File: src/rtl/dmem_arbiter.sv
// Two-port data-memory arbiter: grants one requester per access, drives byte/half/word
// lane masks toward a single-port memory and returns aligned, extended load data.
module dmem_arbiter #(
    parameter bit FIXED_PRIO = 1'b0
) (
    input  logic        clk,
    input  logic        reset,
    input  logic        p0_req,
    input  logic        p0_we,
    input  logic [31:0] p0_addr,
    input  logic [31:0] p0_wdata,
    input  logic [1:0]  p0_size,
    input  logic        p0_unsigned,
    input  logic        p1_req,
    input  logic        p1_we,
    input  logic [31:0] p1_addr,
    input  logic [31:0] p1_wdata,
    input  logic [1:0]  p1_size,
    input  logic        p1_unsigned,
    output logic        p0_gnt,
    output logic        p0_rvalid,
    output logic [31:0] p0_rdata,
    output logic        p0_err,
    output logic        p1_gnt,
    output logic        p1_rvalid,
    output logic [31:0] p1_rdata,
    output logic        p1_err,
    output logic        mem_we,
    output logic [31:0] mem_a,
    output logic [31:0] mem_wd,
    output logic [31:0] mem_write_mask,
    input  logic [31:0] mem_rd
);

    localparam int unsigned DW = 32;

    typedef enum logic {IDLE, ACCESS} state_t;

    state_t          state_q, state_d;
    logic            last_q;
    logic            port_q;
    logic            we_q;
    logic [DW-1:0]   addr_q;
    logic [DW-1:0]   wdata_q;
    logic [1:0]      size_q;
    logic            uns_q;

    logic            grant_p1_c;
    logic            legal_c;
    logic [DW-1:0]   mask_c;
    logic [DW-1:0]   rd_byte_sh_c;
    logic [DW-1:0]   rd_half_sh_c;
    logic [DW-1:0]   load_c;
    logic [DW-1:0]   resp_c;

    // last_q = 1 means port 1 was granted most recently, so port 0 wins the next tie
    assign grant_p1_c = p1_req && (!p0_req || (!FIXED_PRIO && !last_q));

    always_comb begin
        legal_c = 1'b0;
        mask_c  = '0;
        mem_wd  = wdata_q;
        case (size_q)
            2'b00: begin
                legal_c = 1'b1;
                mask_c  = DW'(32'h0000_00FF) << {addr_q[1:0], 3'b000};
                mem_wd  = {4{wdata_q[7:0]}};
            end
            2'b01: begin
                legal_c = !addr_q[0];
                mask_c  = DW'(32'h0000_FFFF) << {addr_q[1], 4'b0000};
                mem_wd  = {2{wdata_q[15:0]}};
            end
            2'b10: begin
                legal_c = (addr_q[1:0] == 2'b00);
                mask_c  = '1;
            end
            default: legal_c = 1'b0;
        endcase
    end

    // Lane selection and sign/zero extension for loads
    always_comb begin
        rd_byte_sh_c = mem_rd >> {addr_q[1:0], 3'b000};
        rd_half_sh_c = mem_rd >> {addr_q[1], 4'b0000};
        case (size_q)
            2'b00:   load_c = uns_q ? {24'b0, rd_byte_sh_c[7:0]}
                                    : {{24{rd_byte_sh_c[7]}}, rd_byte_sh_c[7:0]};
            2'b01:   load_c = uns_q ? {16'b0, rd_half_sh_c[15:0]}
                                    : {{16{rd_half_sh_c[15]}}, rd_half_sh_c[15:0]};
            default: load_c = mem_rd;
        endcase
        resp_c = (legal_c && !we_q) ? load_c : '0;
    end

    assign mem_a          = addr_q;
    assign mem_write_mask = (state_q == ACCESS && legal_c && we_q) ? mask_c : '0;

    always_ff @(posedge clk or posedge reset) begin
        if (reset) state_q <= IDLE;
        else       state_q <= state_d;
    end

    // Next state plus the combinational grant and write strobe
    always_comb begin
        state_d = state_q;
        p0_gnt  = 1'b0;
        p1_gnt  = 1'b0;
        mem_we  = 1'b0;
        case (state_q)
            IDLE: begin
                if (!reset && (p0_req || p1_req)) begin
                    state_d = ACCESS;
                    if (grant_p1_c) p1_gnt = 1'b1;
                    else            p0_gnt = 1'b1;
                end
            end
            ACCESS: begin
                state_d = IDLE;
                mem_we  = we_q && legal_c;
            end
            default: state_d = IDLE;
        endcase
    end

    // Request capture at the grant edge
    always_ff @(posedge clk or posedge reset) begin
        if (reset) begin
            last_q  <= 1'b1;
            port_q  <= 1'b0;
            we_q    <= 1'b0;
            addr_q  <= '0;
            wdata_q <= '0;
            size_q  <= 2'b00;
            uns_q   <= 1'b0;
        end else if (p0_gnt || p1_gnt) begin
            last_q  <= p1_gnt;
            port_q  <= p1_gnt;
            we_q    <= p1_gnt ? p1_we       : p0_we;
            addr_q  <= p1_gnt ? p1_addr     : p0_addr;
            wdata_q <= p1_gnt ? p1_wdata    : p0_wdata;
            size_q  <= p1_gnt ? p1_size     : p0_size;
            uns_q   <= p1_gnt ? p1_unsigned : p0_unsigned;
        end
    end

    // Response registered at the end of ACCESS; data/err hold until the port's next response
    always_ff @(posedge clk or posedge reset) begin
        if (reset) begin
            p0_rvalid <= 1'b0;
            p1_rvalid <= 1'b0;
            p0_rdata  <= '0;
            p1_rdata  <= '0;
            p0_err    <= 1'b0;
            p1_err    <= 1'b0;
        end else begin
            p0_rvalid <= (state_q == ACCESS) && !port_q;
            p1_rvalid <= (state_q == ACCESS) && port_q;
            if (state_q == ACCESS) begin
                if (port_q) begin
                    p1_rdata <= resp_c;
                    p1_err   <= !legal_c;
                end else begin
                    p0_rdata <= resp_c;
                    p0_err   <= !legal_c;
                end
            end
        end
    end

endmodule

File: config.mk
export PLATFORM = sky130hd
export DESIGN_NAME = dmem_arbiter
export DESIGN_NICKNAME = d
export VERILOG_FILES = /design/src/rtl/dmem_arbiter.sv
export SDC_FILE = /design/constraint.sdc
export NUM_CORES = 1
export LEC_CHECK = 0
export ABC_AREA = 1
export BUFFER_PORTS_ARGS = -buffer_cell sky130_fd_sc_hd__buf_2
export CAP_MARGIN = 10
export CORE_MARGIN = 4
export CORE_UTILIZATION = 42
export DETAILED_ROUTE_END_ITERATION = 8
export PLACE_DENSITY = 0.74
export SYNTH_ARGS = -nofsm -noshare
export SYNTH_HDL_FRONTEND = slang
export SYNTH_SLANG_ARGS = --single-unit
File: constraint.sdc
create_clock -name clk -period 6.8 [get_ports clk]
set_input_delay 1.36 -clock clk [delete_from_list [all_inputs] [get_ports clk]]
set_output_delay 1.36 -clock clk [all_outputs]
set_load 0.01 [all_outputs]
==> impl_results.md <==
* Status: finished clean
* CP max stage cell: inv_2
* Warning count from the yosys run at 0
* Pin count of the biggest net entering global routing at 71
* P_int at 0.00211 W
* Comb pwr share at 32.0%
* Post-Synth Adder-Cell Area at 0%
* Switching portion of total power at 35.6%
* Share of cells above drive strength 1 at 33.9%
* Final instance area at 9260 um2
* Worst stage delay on the critical path at 420 ps
* Vias in the first global route at 7104
* Dpl cell area at 8600 um2
* Pwr dens at 354 nW/um2
* Top cell type's share of synthesized area at 48.6%
* Largest family of logic cells by synthesized area: simple AND/OR/NAND/NOR gates
* Sequential share of the synthesized area at 49.0%
* Final worst slack at 2260 ps
* Hold buffers post-CTS at 0
* Post-CTS Setup Bufs at 0
* CP endpoint kind: output pin
* Clock buffer depth at 2
* Largest delay share family, worst path: buffers and inverters
* Post-route minimum period at 4540 ps
* F_max at 220 MHz
* Period utilization at 66.8%
* Worst Hold End: p1_rdata[2]$_DFFE_PP0P_
* First-pass detailed-route iteration total at 6
* Synth Cell Area at 7110 um2
* First-pass GRT wire length at 38700 um
* Crit Path Category: in2out
* Post-cts resize count at 0
* Max-slew headroom at 40.3%
* R2r endpoint: wdata_q[10]$_DFFE_PP0P_
* Post-synthesis cell count at 915
* Startpoint types: input pin
* Pwr Total at 0.00328 W
* Multiplexer share of the synthesized area at 0%
* Synth area leaders: dfrtp_1, nand2_1, nand3_1
* R2R setup slack at 4340 ps
* Util after Layout at 55.8%
* Clk_skew at 12.2 ps
* DR WL/cell at 17.4 um
* Crit path DAT at 3180 ps
* Core ar. at 16600 um2
* Final setup viols at 0
* Number of synthesized flops with an enable pin at 0
* Final Hold Viols at 0
* Post-DR vias/cell at 5.07
* #FFs+latches synth at 139
* Area leader, netlist: dfrtp_1
* Clock sink count at 139
* Overflow after GRT at 0
* Die Y at 138 um
* Compound-cell area share of the yosys netlist at 7.73%
* Vias at 7246
* RSZ-0062 raised after global routing: false
* CP Buf/Inv Count at 5
* Hold depth at 2
* Clock share of power at 31.2%
* Area Overhead vs Synth at 30.3%
* Die X at 138 um
* Syn_area_per_cell at 7.77 um2
* Post-synthesis cell type count at 27
* Setup WS pre-CTS at 2210 ps
* Final setup TNS at 0 ps
* Worst Hold Class: reg2reg
* Mapped Nets at 1087
* Most used flip-flop cell after synthesis: dfrtp_1
* HP Start: p1_rdata[2]$_DFFE_PP0P_
* TritonCTS Buffers at 17
* Worst endpoint required time at 5440 ps
* Post-DP HPWL at 18000 um
* Post-route ant nets at 0
* VDD IR max at 0.192 mV
* Worst Path Max Fanout at 48
* CTS H-tree lvls at 4
* Worst R2R Start: state_q$_DFF_PP0_
* Port Buffers at 338
* Max-Cap Viols at 0
* Root Driver: clkbuf_16
* Final nets at 1364
* Most frequent cell after synthesis: nand2_1
* Initial antenna violation count at 7
* Detailed Route Iter0 Violations at 556
* Clock slew at reported path FFs at 60 ps
* # DRC at 0
* Slew @ Worst Pin at 894 ps
* Die ar. at 19100 um2
* CTS tree: done
* Wirelength, routed at 24800 um
* Slew Limit Fails at 0
* Commonest cells post-synth: nand2_1, dfrtp_1, nand3_1, buf_4, inv_1
* Core Rows at 47
* Part of the power in registers at 36.8%
* GP Congestion at 0.864
* Static leakage at 5.11 nW
* Async SR Flop Fraction at 100%
* Synth Area in Simple Gates at 33.3%
* Clock latency at the later pin of the worst-skew pair at 420 ps
* I/O pins at 339
* Cells along the critical path: buf_2 > inv_6 > o21ai_1 > nor2_4 > buf_4 > inv_2 > nor2_4 > buf_2
* Cells on worst reg2reg path at 7
* Initial Util at 42.9%
* GR Util All Layers at 25.3%
* Psw at 0.00117 W
* Synth Area in XOR/XNOR at 0%
==> placed cells by master, fill, tap and decap left out, drive strengths merged, types with 15 or more instances in the layout <==
cell type and instances:
nand3 73, nand2 416, buf 347, dfrtp 138, clkbuf 22, o211ai 33, nor2 15, inv 43
nand4 35, o21ai 53
==> layer usage <==
layer,GRT usage (%),wire length (um),vias to the layer above
met4,7.54,586,8
li1,-,-,3487
met2,42.8,12300,337
met5,0,53,-
met1,31.1,9700,3372
met3,7.91,2160,42
==> worst max-delay path by stage <==
stage	from	end	slack [ps]	cells after the start
2_1_floorplan	reset	p1_gnt	20	6
3_3_place_gp	reset	p1_gnt	2260	8
3_5_place_dp	reset	p1_gnt	2210	8
4_1_cts	reset	p1_gnt	2210	8
5_1_grt	reset	p1_gnt	2090	8
6_report	reset	p1_gnt	2260	8
==> per-stage QoR <==
step,hold slack (ps),cells
final,474,1429
after detailed placement,462,1393
after CTS,479,1425
after floorplan,465,915
after global routing,492,1429
after global placement,458,1393
==> cell families after synthesis <==
kind of cell,Yosys count
flops,139
compound gates,92
buf+inv,132
simple gates,552
==> worst register-to-register path: cells and delay by family, from the launching register on <==
family,cells,cell delay (ps)
AND/OR/NAND/NOR,3,460
flip-flops,1,450
buffers and inverters,3,1340
AO/OA/AOI/OAI,1,130
==> flip-flops by register name (all words and copies together), names as in the netlist <==
| name | flops |
|---|---|
| p1_err | 1 |
| state_q | 1 |
| p0_rdata | 32 |
| p1_rdata | 32 |
| p0_rvalid | 1 |
| size_q | 2 |
| p1_rvalid | 1 |
| port_q | 1 |
| last_q | 1 |
| wdata_q | 32 |
| we_q | 1 |
| p0_err | 1 |
| uns_q | 1 |
| mem_a | 32 |
==> area by class of cell <==
type	count	area, um2
Multi-Input combinational cell	644	2920
Sequential cell	139	3480
Antenna cell	4	10.0
Clock inverter	10	160
Inverter	43	166
Clock buffer	22	494
Timing Repair Buffer	347	1760
Tap cell	220	275
Fill cell	1599	7320
==> power groups by stage <==
stage | logic [W] | registers [W] | clock network (W)
floorplan | 0.000569 | 0.00127 | 0
global placement | 0.00103 | 0.00121 | 0
detailed placement | 0.00106 | 0.00121 | 0
CTS | 0.00106 | 0.00120 | 0.00104
global route | 0.00117 | 0.00124 | 0.00108
finish | 0.00105 | 0.00121 | 0.00102
Note: power is estimated with default switching activity, not from simulation.
